<file path="config.mk">
export PLATFORM = sky130hd
export DESIGN_NAME = axi_id_fold_serializer
export DESIGN_NICKNAME = d
export VERILOG_FILES = /design/src/rtl/axi_id_fold_serializer.sv
export SDC_FILE = /design/constraint.sdc
export NUM_CORES = 1
export LEC_CHECK = 0
export CORE_ASPECT_RATIO = 0.9
export CORE_MARGIN = 2
export CORE_UTILIZATION = 50
export CTS_CLUSTER_SIZE = 12
export DETAILED_ROUTE_END_ITERATION = 10
export GPL_TIMING_DRIVEN = 0
export PLACE_DENSITY = 0.75
export REMOVE_ABC_BUFFERS = 1
export SLEW_MARGIN = 20
export SYNTH_ARGS = -nofsm -noshare
export SYNTH_HDL_FRONTEND = slang
export SYNTH_SLANG_ARGS = --single-unit
</file>
<file path="constraint.sdc">
create_clock -name clk_i -period 6.41 [get_ports clk_i]
set_input_delay 0.641 -clock clk_i [delete_from_list [all_inputs] [get_ports clk_i]]
set_output_delay 0.641 -clock clk_i [all_outputs]
set_load 0.01 [all_outputs]
</file>
<file path="src/rtl/axi_id_fold_serializer.sv">
// AXI ID fold serializer.
// Folds the upstream ID space onto 2**MstIdWidth downstream IDs. Ordering is kept per folded ID,
// and different folded IDs may still run in parallel. Per-folded-ID FIFOs remember the full upstream
// ID so that R/B can be restored. ATOPs are serialised globally: everything drains, the ATOP runs
// alone, and normal traffic resumes once the ATOP has completed.
// Port bundles are flat vectors. Field order is MSB first:
//   slv_req_i  : aw_valid, aw_id, aw_atop, aw_payload, w_valid, w_payload, b_ready,
//                ar_valid, ar_id, ar_payload, r_ready
//   slv_resp_o : aw_ready, w_ready, b_valid, b_id, b_payload, ar_ready, r_valid, r_id, r_payload, r_last
//   mst_req_o / mst_resp_i : the same layouts, with MstIdWidth-wide IDs.

// Non-fall-through ID FIFO. The head is valid whenever empty is low.
module axi_id_fold_fifo #(
    parameter int unsigned Depth = 4,
    parameter int unsigned Width = 4
) (
    input  logic             clk_i,
    input  logic             rst_ni,
    input  logic             push,
    input  logic             pop,
    input  logic [Width-1:0] data,
    output logic [Width-1:0] head,
    output logic             full,
    output logic             empty
);
    localparam int unsigned PtrWidth = (Depth > 1) ? $clog2(Depth) : 1;
    localparam int unsigned CntWidth = $clog2(Depth + 1);

    logic [Width-1:0]    mem [Depth];
    logic [PtrWidth-1:0] wr_ptr;
    logic [PtrWidth-1:0] rd_ptr;
    logic [CntWidth-1:0] count;

    assign full  = (count == CntWidth'(Depth));
    assign empty = (count == '0);
    assign head  = mem[rd_ptr];

    function automatic logic [PtrWidth-1:0] next_ptr(input logic [PtrWidth-1:0] ptr);
        return (ptr == PtrWidth'(Depth - 1)) ? '0 : ptr + 1'b1;
    endfunction

    // Pointer and occupancy bookkeeping; a simultaneous push and pop leaves the count unchanged
    always_ff @(posedge clk_i or negedge rst_ni) begin
        if (!rst_ni) begin
            wr_ptr <= '0;
            rd_ptr <= '0;
            count  <= '0;
        end else begin
            if (push) wr_ptr <= next_ptr(wr_ptr);
            if (pop)  rd_ptr <= next_ptr(rd_ptr);
            if (push && !pop)      count <= count + 1'b1;
            else if (pop && !push) count <= count - 1'b1;
        end
    end

    // Storage needs no reset because an entry is only read after it has been written
    always_ff @(posedge clk_i) begin
        if (push) mem[wr_ptr] <= data;
    end
endmodule

module axi_id_fold_serializer #(
    parameter int unsigned MaxReadTxns    = 4,
    parameter int unsigned MaxWriteTxns   = 4,
    parameter int unsigned SlvIdWidth     = 4,
    parameter int unsigned MstIdWidth     = 2,
    parameter int unsigned AxPayloadWidth = 16,
    parameter int unsigned WPayloadWidth  = 9,
    parameter int unsigned BPayloadWidth  = 2,
    parameter int unsigned RPayloadWidth  = 10,
    localparam int unsigned SlvReqWidth   = 2*SlvIdWidth + 2*AxPayloadWidth + WPayloadWidth + 11,
    localparam int unsigned MstReqWidth   = 2*MstIdWidth + 2*AxPayloadWidth + WPayloadWidth + 11,
    localparam int unsigned SlvRespWidth  = 2*SlvIdWidth + BPayloadWidth + RPayloadWidth + 6,
    localparam int unsigned MstRespWidth  = 2*MstIdWidth + BPayloadWidth + RPayloadWidth + 6
) (
    input  logic                    clk_i,
    input  logic                    rst_ni,
    input  logic [SlvReqWidth-1:0]  slv_req_i,
    output logic [SlvRespWidth-1:0] slv_resp_o,
    output logic [MstReqWidth-1:0]  mst_req_o,
    input  logic [MstRespWidth-1:0] mst_resp_i
);
    localparam int unsigned NumMstIds  = 2**MstIdWidth;
    localparam int unsigned RdCntWidth = $clog2(NumMstIds*MaxReadTxns + 1);
    localparam int unsigned WrCntWidth = $clog2(NumMstIds*MaxWriteTxns + 1);
    localparam int unsigned AtopRResp  = 5;

    typedef enum logic [1:0] {Idle, Drain, Execute} state_e;

    // Upstream request fields
    logic                      slv_aw_valid, slv_w_valid, slv_b_ready, slv_ar_valid, slv_r_ready;
    logic [SlvIdWidth-1:0]     slv_aw_id, slv_ar_id;
    logic [5:0]                slv_aw_atop;
    logic [AxPayloadWidth-1:0] slv_aw_payload, slv_ar_payload;
    logic [WPayloadWidth-1:0]  slv_w_payload;
    // Downstream response fields
    logic                      mst_aw_ready, mst_w_ready, mst_b_valid, mst_ar_ready, mst_r_valid, mst_r_last;
    logic [MstIdWidth-1:0]     mst_b_id, mst_r_id;
    logic [BPayloadWidth-1:0]  mst_b_payload;
    logic [RPayloadWidth-1:0]  mst_r_payload;
    // Gated handshake signals
    logic                      mst_aw_valid, slv_aw_ready, mst_ar_valid, slv_ar_ready;
    logic                      slv_b_valid, mst_b_ready, slv_r_valid, mst_r_ready;
    logic [SlvIdWidth-1:0]     slv_b_id, slv_r_id;

    assign {slv_aw_valid, slv_aw_id, slv_aw_atop, slv_aw_payload, slv_w_valid, slv_w_payload, slv_b_ready,
            slv_ar_valid, slv_ar_id, slv_ar_payload, slv_r_ready} = slv_req_i;
    assign {mst_aw_ready, mst_w_ready, mst_b_valid, mst_b_id, mst_b_payload, mst_ar_ready,
            mst_r_valid, mst_r_id, mst_r_payload, mst_r_last} = mst_resp_i;
    assign mst_req_o = {mst_aw_valid, slv_aw_id[MstIdWidth-1:0], slv_aw_atop, slv_aw_payload,
                        slv_w_valid, slv_w_payload, mst_b_ready,
                        mst_ar_valid, slv_ar_id[MstIdWidth-1:0], slv_ar_payload, mst_r_ready};
    assign slv_resp_o = {slv_aw_ready, mst_w_ready, slv_b_valid, slv_b_id, mst_b_payload, slv_ar_ready,
                         slv_r_valid, slv_r_id, mst_r_payload, mst_r_last};

    state_e                  state_q, state_d;
    logic [RdCntWidth-1:0]   rd_cnt_q;
    logic [WrCntWidth-1:0]   wr_cnt_q;
    logic [NumMstIds-1:0]    rd_full, rd_empty, wr_full, wr_empty;
    logic [NumMstIds-1:0]    rd_push_vec, rd_pop_vec, wr_push_vec, wr_pop_vec;
    logic [SlvIdWidth-1:0]   rd_head [NumMstIds];
    logic [SlvIdWidth-1:0]   wr_head [NumMstIds];
    logic [SlvIdWidth-1:0]   rd_push_id;
    logic [MstIdWidth-1:0]   ar_k, aw_k, rd_push_idx;
    logic                    aw_is_atop, ar_push, aw_push, atop_r_push, rd_push_any;
    logic                    rd_pop_any, wr_pop_any, drained_now, idle_gate;

    assign ar_k       = slv_ar_id[MstIdWidth-1:0];
    assign aw_k       = slv_aw_id[MstIdWidth-1:0];
    assign aw_is_atop = (slv_aw_atop[5:4] != 2'b00);

    // Responses are only forwarded when an upstream ID is waiting for them; otherwise they stall
    assign slv_b_id    = wr_head[mst_b_id];
    assign slv_b_valid = mst_b_valid & ~wr_empty[mst_b_id];
    assign mst_b_ready = slv_b_ready & ~wr_empty[mst_b_id];
    assign slv_r_id    = rd_head[mst_r_id];
    assign slv_r_valid = mst_r_valid & ~rd_empty[mst_r_id];
    assign mst_r_ready = slv_r_ready & ~rd_empty[mst_r_id];

    assign wr_pop_any  = mst_b_valid & mst_b_ready;
    assign rd_pop_any  = mst_r_valid & mst_r_ready & mst_r_last;
    assign drained_now = ((rd_cnt_q - RdCntWidth'(rd_pop_any)) == '0) &&
                         ((wr_cnt_q - WrCntWidth'(wr_pop_any)) == '0);
    assign idle_gate   = (state_q == Idle) || ((state_q == Execute) && drained_now);

    // Request gating and FSM next state; the final Execute cycle already applies the Idle gating
    always_comb begin
        state_d      = state_q;
        mst_ar_valid = 1'b0;
        slv_ar_ready = 1'b0;
        mst_aw_valid = 1'b0;
        slv_aw_ready = 1'b0;
        ar_push      = 1'b0;
        aw_push      = 1'b0;
        atop_r_push  = 1'b0;
        case (state_q)
            Idle: ;
            Drain: begin
                if (rd_cnt_q == '0 && wr_cnt_q == '0) begin
                    mst_aw_valid = slv_aw_valid;
                    slv_aw_ready = mst_aw_ready;
                    if (slv_aw_valid && mst_aw_ready) begin
                        aw_push     = 1'b1;
                        atop_r_push = slv_aw_atop[AtopRResp];
                        state_d     = Execute;
                    end
                end
            end
            Execute: begin
                if (drained_now) state_d = Idle;
            end
            default: state_d = Idle;
        endcase
        if (idle_gate) begin
            mst_ar_valid = slv_ar_valid & ~rd_full[ar_k];
            slv_ar_ready = mst_ar_ready & ~rd_full[ar_k];
            ar_push      = mst_ar_valid & mst_ar_ready;
            if (aw_is_atop) begin
                if (slv_aw_valid && (!mst_ar_valid || ar_push)) state_d = Drain;
            end else begin
                mst_aw_valid = slv_aw_valid & ~wr_full[aw_k];
                slv_aw_ready = mst_aw_ready & ~wr_full[aw_k];
                aw_push      = mst_aw_valid & mst_aw_ready;
            end
        end
    end

    assign rd_push_any = ar_push | atop_r_push;
    assign rd_push_idx = ar_push ? ar_k : aw_k;
    assign rd_push_id  = ar_push ? slv_ar_id : slv_aw_id;

    // Decode pushes and pops onto the per-folded-ID FIFOs
    always_comb begin
        rd_push_vec = '0;
        rd_pop_vec  = '0;
        wr_push_vec = '0;
        wr_pop_vec  = '0;
        if (rd_push_any) rd_push_vec[rd_push_idx] = 1'b1;
        if (rd_pop_any)  rd_pop_vec[mst_r_id]     = 1'b1;
        if (aw_push)     wr_push_vec[aw_k]        = 1'b1;
        if (wr_pop_any)  wr_pop_vec[mst_b_id]     = 1'b1;
    end

    for (genvar g = 0; g < NumMstIds; g++) begin : gen_fifos
        axi_id_fold_fifo #(.Depth(MaxReadTxns), .Width(SlvIdWidth)) i_rd_fifo (
            .clk_i (clk_i),
            .rst_ni(rst_ni),
            .push  (rd_push_vec[g]),
            .pop   (rd_pop_vec[g]),
            .data  (rd_push_id),
            .head  (rd_head[g]),
            .full  (rd_full[g]),
            .empty (rd_empty[g])
        );
        axi_id_fold_fifo #(.Depth(MaxWriteTxns), .Width(SlvIdWidth)) i_wr_fifo (
            .clk_i (clk_i),
            .rst_ni(rst_ni),
            .push  (wr_push_vec[g]),
            .pop   (wr_pop_vec[g]),
            .data  (slv_aw_id),
            .head  (wr_head[g]),
            .full  (wr_full[g]),
            .empty (wr_empty[g])
        );
    end

    // FSM state and outstanding-transaction counters
    always_ff @(posedge clk_i or negedge rst_ni) begin
        if (!rst_ni) begin
            state_q  <= Idle;
            rd_cnt_q <= '0;
            wr_cnt_q <= '0;
        end else begin
            state_q  <= state_d;
            rd_cnt_q <= rd_cnt_q + RdCntWidth'(rd_push_any) - RdCntWidth'(rd_pop_any);
            wr_cnt_q <= wr_cnt_q + WrCntWidth'(aw_push) - WrCntWidth'(wr_pop_any);
        end
    end
endmodule

</file>
==> qor.yml, run 1 <==
status: "finished, final reports clean"
r2r_cells: 17
place_ws_ps: 19.9
power.leakage_nw: 4.29
cp_max_fo: 15
cts.sinks: 196
worstMarginPinSlew_ps: 960
vias_per_cell: 5.84
cp_num_buf_inv: 2
p_int_w: 0.00273
drt-pass1-iter-count: 4
synth-main-ff-cell: "edfxtp_1"
clk_path_buf_depth: 2
dpl_cell_area_sq_um: 10700
ant_nets: 0
critPathMaxStageDelay_ps: 700
avgSynthCellArea_sq_um: 13.8
cts-root-buf: "clkbuf_16"
path_cells: "clkdlybuf4s50_1 > or4b_1 > o22ai_1 > a211oi_1 > and4_1 > ha_1 > xnor2_1 > nand4_1 > or4b_4 > o31a_4 > o31ai_4 > and2_1 > clkdlybuf4s50_1"
layout-drive-gt1-share_pct: 17.4
async_flop_share_pct: 34.7
relSlewSlack_pct: 35.8
ys_seq_area_share_pct: 52.8
synth_most_common_cell: "edfxtp_1"
worst_ir_drop_vdd_uv: 253
drc: 0
antenna_found_initial: 0
stdcell_count: 1031
maxCapViolCount: 0
rows: 50
cts_made_buffers: 17
power_frac_comb_pct: 28.4
critPathArrivalTime_ps: 5330
cts.reportedPaths.clkPinSlew_ps: 70
cts_resized: 0
syn_to_final_growth_pct: 7.51
htree_levels: 4
hold_path_class: "in2async"
grt_overflow: 0
fmax_mhz: 167
gr-usage-all-layers_pct: 22.9
ys_types: 65
r2r-end: "gen_fifos[3].i_wr_fifo.count[2]"
rsz0062_at_grt: "no"
grt_pass1_vias: 6100
ios: 166
start_util_pct: 50.7
vias: 6019
drtIter0Drc: 458
synth-edff-count: 128
synth_cells: 759
yosysWarnings: 0
seq_power_share_pct: 45.3
p_sw_w: 0.00128
numPortBuffers: 47
setup-violations-final: 0
n_antenna_cell: 0
wl_um: 24000
p_sw_share_pct: 32.0
fp.dieH_um: 142
end_kind: "output pin"
synth_commonest_cells: "edfxtp_1 (128), buf_4 (74), dfrtp_1 (68), ha_1 (66), inv_1 (52)"
crit_path_start_kind: "input port"
design_area_sq_um: 11300
die_w_um: 157
synth_area_leaders: "edfxtp_1 (37%), dfrtp_1 (16%), mux4_2 (9.0%)"
power_density_nw_per_um2: 355
globalplace.congestion: 0.807
worstSetupPathType: "in2out"
crit_family: "simple AND/OR/NAND/NOR gates"
syn_area_sq_um: 10500
maxSlewViolCount: 0
grt_max_degree: 40
core-area_sq_um: 20700
crit_required_ps: 5770
grt_pass1_wl_um: 37100
nets: 892
fin_crit_sh_pct: 93.1
cpMaxStageDelayCell: "clkdlybuf4s50_1"
clk_latency_ps: 450
r2r-start: "gen_fifos[1].i_rd_fifo.count[0]"
die-area_sq_um: 22200
total_power_w: 0.00401
cts_tree: "yes"
cts_hold_buf: 0
fin_worst_skew_ps: 9.89
post_drt_wl_per_cell_um: 23.3
cts_setup_buffers: 0
fin_crit_ps: 5970
crit_top_cell: "clkdlybuf4s50_1"
dp_hpwl_um: 17600
setup_ws_ps: 439
yosysTopAreaCell: "edfxtp_1"
hold_violations: 0
netlist.area_leader.share_pct: 36.6
ys_seq_elements: 196
dp.cells: 999
r2r_slack_ps: 1420
power_frac_clock_pct: 26.3
tns_ps: 0
==> power by group through the flow <==
stage	Sequential, W	Clock, W	Combinational [W]
2_1_floorplan	0.00177	0	0.000820
3_3_place_gp	0.00182	0	0.00107
3_5_place_dp	0.00185	0	0.00114
4_1_cts	0.00182	0.00107	0.00115
5_1_grt	0.00186	0.00111	0.00127
6_report	0.00181	0.00105	0.00114
==> per-layer routing <==
layer,GRT usage (%),part of all wire [%]
met1,28.8,41
met2,33.2,44
met3,12.8,12
met4,6.33,2.0
met5,8.84,1.1
==> worst max-delay path by stage <==
| stage | startpoint | to | slack [ps] | depth (start not counted) |
|---|---|---|---|---|
| after floorplan | mst_resp_i[11] | gen_fifos[3].i_rd_fifo.count[2] | 1590 | 17 |
| after global placement | mst_resp_i[11] | gen_fifos[0].i_rd_fifo.count[2] | 140 | 18 |
| after detailed placement | mst_resp_i[11] | gen_fifos[3].i_rd_fifo.count[2] | 20 | 18 |
| after CTS | mst_resp_i[11] | slv_resp_o[25] | 420 | 13 |
| after global routing | mst_resp_i[11] | mst_req_o[55] | 190 | 13 |
| final | mst_resp_i[11] | slv_resp_o[25] | 440 | 13 |
==> cell usage in the layout, fill, tap and decap left out, drive strengths merged, types with 5 or more instances in the layout <==
| cell | instances |
|---|---|
| xor2 | 20 |
| a21boi | 17 |
| edfxtp | 128 |
| clkinv | 6 |
| mux2 | 35 |
| and2 | 9 |
| ha | 66 |
| nand2 | 21 |
| fa | 10 |
| a31oi | 6 |
| o2111ai | 5 |
| xnor2 | 14 |
| clkbuf | 18 |
| nor2b | 6 |
| nor3 | 19 |
| nand2b | 5 |
| mux4 | 42 |
| a21oi | 6 |
| nand3 | 6 |
| o211ai | 14 |
| and3 | 16 |
| inv | 58 |
| nor2 | 51 |
| nor4 | 5 |
| dfrtp | 68 |
| clkdlybuf4s50 | 46 |
==> cell type report <==
class	instances	area [sq um]
multi-input cells	416	4120
clock buffers	18	439
repair buffers	48	488
inverters	53	199
fillers	1614	9410
well taps	286	358
clock inverters	14	146
flip-flops and latches	196	5550
==> per-stage QoR <==
step / hold slack [ps] / util [%]
after detailed placement: 483 / 51.7
final: 134 / 54.5
after global routing: 162 / 54.5
after floorplan: 345 / -
after global placement: 474 / 51.6
after CTS: 136 / 54.5
==> kinds of logic (layout without fill, tap and decap cells) <==
family | after synthesis | after routing | synth area share (%)
compound gates | 66 | 66 | 4.91
xor+xnor | 34 | 34 | 2.83
fa+ha+maj | 76 | 76 | 9.77
buf+inv | 147 | 133 | 8.09
flops | 196 | 196 | 52.8
mux | 77 | 77 | 12.8
simple gates | 163 | 163 | 8.87
==> worst reg2reg max path: cells and delay by family (launching register included) <==
family | cells | cell delay [ps]
xor gates and xnor gates | 3 | 510
and+or+nand+nor | 6 | 1840
buffers and inverters | 1 | 70
adders and majority gates | 3 | 840
DFF | 1 | 430
AOI/OAI and AO/OA | 4 | 1160
==> flip-flops by register name, indices dropped and copies added, names as in the netlist <==
name / cells
gen_fifos.i_rd_fifo.count: 12
gen_fifos.i_rd_fifo.mem: 64
gen_fifos.i_rd_fifo.rd_ptr: 8
gen_fifos.i_rd_fifo.wr_ptr: 8
gen_fifos.i_wr_fifo.count: 12
gen_fifos.i_wr_fifo.mem: 64
gen_fifos.i_wr_fifo.rd_ptr: 8
gen_fifos.i_wr_fifo.wr_ptr: 8
rd_cnt_q: 5
state_q: 2
wr_cnt_q: 5
Power figures use the tool's default switching activity.
==> run 2: changes to the inputs <==
--- a/config.mk
+++ b/config.mk
@@ -5,13 +5,14 @@
 export SDC_FILE = /design/constraint.sdc
 export NUM_CORES = 1
 export LEC_CHECK = 0
+export ABC_CLOCK_PERIOD_IN_PS = 6410
 export CORE_ASPECT_RATIO = 0.9
 export CORE_MARGIN = 2
 export CORE_UTILIZATION = 50
 export CTS_CLUSTER_SIZE = 12
 export DETAILED_ROUTE_END_ITERATION = 10
+export DONT_BUFFER_PORTS = 1
 export GPL_TIMING_DRIVEN = 0
-export PLACE_DENSITY = 0.75
 export REMOVE_ABC_BUFFERS = 1
 export SLEW_MARGIN = 20
 export SYNTH_ARGS = -nofsm -noshare
==> run 2 against run 1 <==
Global-route usage grew 0.14 points. Clock skew grew 1.1 ps. Worst hold slack lost 70 ps. First-iteration DRC count shrank 12%. Flip-flop and latch count is the same. Sequential share of layout area grew 2.0 points. Core utilization shrank 2.2 points. Register-to-register slack lost 50 ps. Non-clock buffer count shrank 47. Combinational power shrank 11%. Sequential power is essentially flat. Worst setup slack gained 930 ps. Critical endpoint is now gen_fifos[0].i_rd_fifo.count[2].
==> qor.yml, run 2 (synthesis results as in run 1) <==
fin_crit_sh_pct: 78.6
hold_path_class: "in2async"
critPathArrivalTime_ps: 5400
worstSetupPathType: "reg2reg"
hold_violations: 0
cts-root-buf: "clkbuf_16"
power_density_nw_per_um2: 360
setup-violations-final: 0
htree_levels: 4
clk_latency_ps: 440
clk_path_buf_depth: 2
drtIter0Drc: 403
rsz0062_at_grt: "no"
end_kind: "register"
largestRegisters: "gen_fifos.i_rd_fifo.mem: 64 flops, gen_fifos.i_wr_fifo.mem: 64 flops"
start_util_pct: 50.7
die_w_um: 157
ios: 166
drc: 0
fin_worst_skew_ps: 11.0
crit_path_start_kind: "register"
cp_max_fo: 12
tns_ps: 0
cts_tree: "yes"
path_cells: "or4b_1 > o22ai_1 > a211oi_1 > and4_1 > ha_1 > xnor2_1 > nand4_1 > or4b_4 > nor4b_4 > o211ai_1 > nand2_1 > ha_1 > inv_1 > fa_1 > xor2_1 > nor2_1 > xor2_1"
maxCapViolCount: 0
fp.dieH_um: 142
status: "finished, final reports clean"
fmax_mhz: 198
worstMarginPinSlew_ps: 919
grt_pass1_wl_um: 36800
layout_common_cells: "edfxtp_1 (128), dfrtp_1 (68), ha_1 (66)"
nets: 845
fin_crit_ps: 5040
cts_made_buffers: 17
cpMaxStageDelayCell: "nor4b_4"
stdcell_count: 984
critPathMaxStageDelay_ps: 680
post_drt_wl_per_cell_um: 24.6
power.leakage_nw: 4.12
maxSlewViolCount: 0
layout-drive-gt1-share_pct: 18.5
wl_um: 24200
globalplace.congestion: 0.791
final_common_cell: "edfxtp_1"
rows: 50
antenna_found_initial: 0
numPortBuffers: 0
dp.cells: 951
setup_ws_ps: 1370
grt_overflow: 0
syn_to_final_growth_pct: 3.23
dp_hpwl_um: 17600
cts.reportedPaths.clkPinSlew_ps: 80
core-area_sq_um: 20700
grt_pass1_vias: 5907
n_antenna_cell: 0
die-area_sq_um: 22200
drt-pass1-iter-count: 5
gr-usage-all-layers_pct: 23.0
cts.sinks: 196
ant_nets: 0
place_ws_ps: 773
vias_per_cell: 5.86
final_util_pct: 52.4
grt_max_degree: 69
worst_ir_drop_vdd_uv: 200
relSlewSlack_pct: 38.5
crit_required_ps: 6770
vias: 5771
==> run 2: cell types whose count changed in the layout (fill, tap and decap cells not counted) <==
cell / delta
buf_4: -1
buf_12: -1
inv_6: -2
inv_8: +4
bufinv_16: -1
clkinv_2: -1
buf_16: +1
clkinv_8: +2
clkdlybuf4s50_1: -46
clkinvlp_4: -2
==> run 2: routing by layer <==
metal | vias to the layer above | part of all wire [%] | track usage [%]
met5 | - | 0.88 | 7.48
met4 | 8 | 1.4 | 5.84
met3 | 30 | 11 | 11.5
met2 | 245 | 44 | 32.7
met1 | 2939 | 43 | 30.8
li1 | 2549 | - | -
==> run 2: stage by stage <==
step | cell area (sq um) | total power, W | hold WS [ps]
floorplan | 9860 | 0.00259 | 345
global placement | 10200 | 0.00279 | 349
detailed placement | 10200 | 0.00287 | 349
CTS | 10800 | 0.00394 | 79.8
global route | 10800 | 0.00414 | 87.2
finish | 10800 | 0.00390 | 64.9
==> run 2: critical path: cells and delay by family (launching register included) <==
family / cells / cell delay (ps)
xor gates and xnor gates: 3 / 460
adders and majority gates: 3 / 830
DFF: 1 / 430
and+or+nand+nor: 7 / 2550
AOI/OAI and AO/OA: 3 / 620
buffers and inverters: 1 / 60
==> run 2: final timing paths <==
path | startpoint | to | slack, ps | cells after the start
max | gen_fifos[2].i_rd_fifo.count[1] | gen_fifos[0].i_rd_fifo.count[2] | 1370 | 17
min | rst_ni | gen_fifos[1].i_rd_fifo.rd_ptr[1] | 60 | 1
max reg2reg | gen_fifos[2].i_rd_fifo.count[1] | gen_fifos[0].i_rd_fifo.count[2] | 1370 | 17
min reg2reg | gen_fifos[0].i_rd_fifo.count[2] | gen_fifos[0].i_rd_fifo.count[2] | 490 | 1
max in group asynchronous | rst_ni | gen_fifos[2].i_rd_fifo.count[1] | 6010 | 1
min in group clk_i | slv_req_i[56] | gen_fifos[3].i_wr_fifo.mem[3][1] | 300 | 0
==> run 2: final cells by class <==
| class | instances | area, sq um |
|---|---|---|
| Fill cell | 1685 | 9860 |
| Sequential cell | 196 | 5550 |
| Multi-Input combinational cell | 416 | 4120 |
| Clock buffer | 18 | 439 |
| Tap cell | 286 | 358 |
| Inverter | 53 | 199 |
| Clock inverter | 14 | 156 |
| Timing Repair Buffer | 1 | 27.5 |
==> run 2: repair_timing <==
| action | 4_1_cts | 5_1_grt |
|---|---|---|
| endpoints found under the hold margin | 68 | 0 |
| setup buffers | 0 | 0 |
| hold buffers | 1 | 0 |
| resized for setup | 0 | 0 |
==> run 2: where the power goes <==
part | switching, W | internal [W]
Sequential | 0.000291 | 0.00153
Clock | 0.000526 | 0.000536
Combinational | 0.000459 | 0.000560
Total | 0.00128 | 0.00263
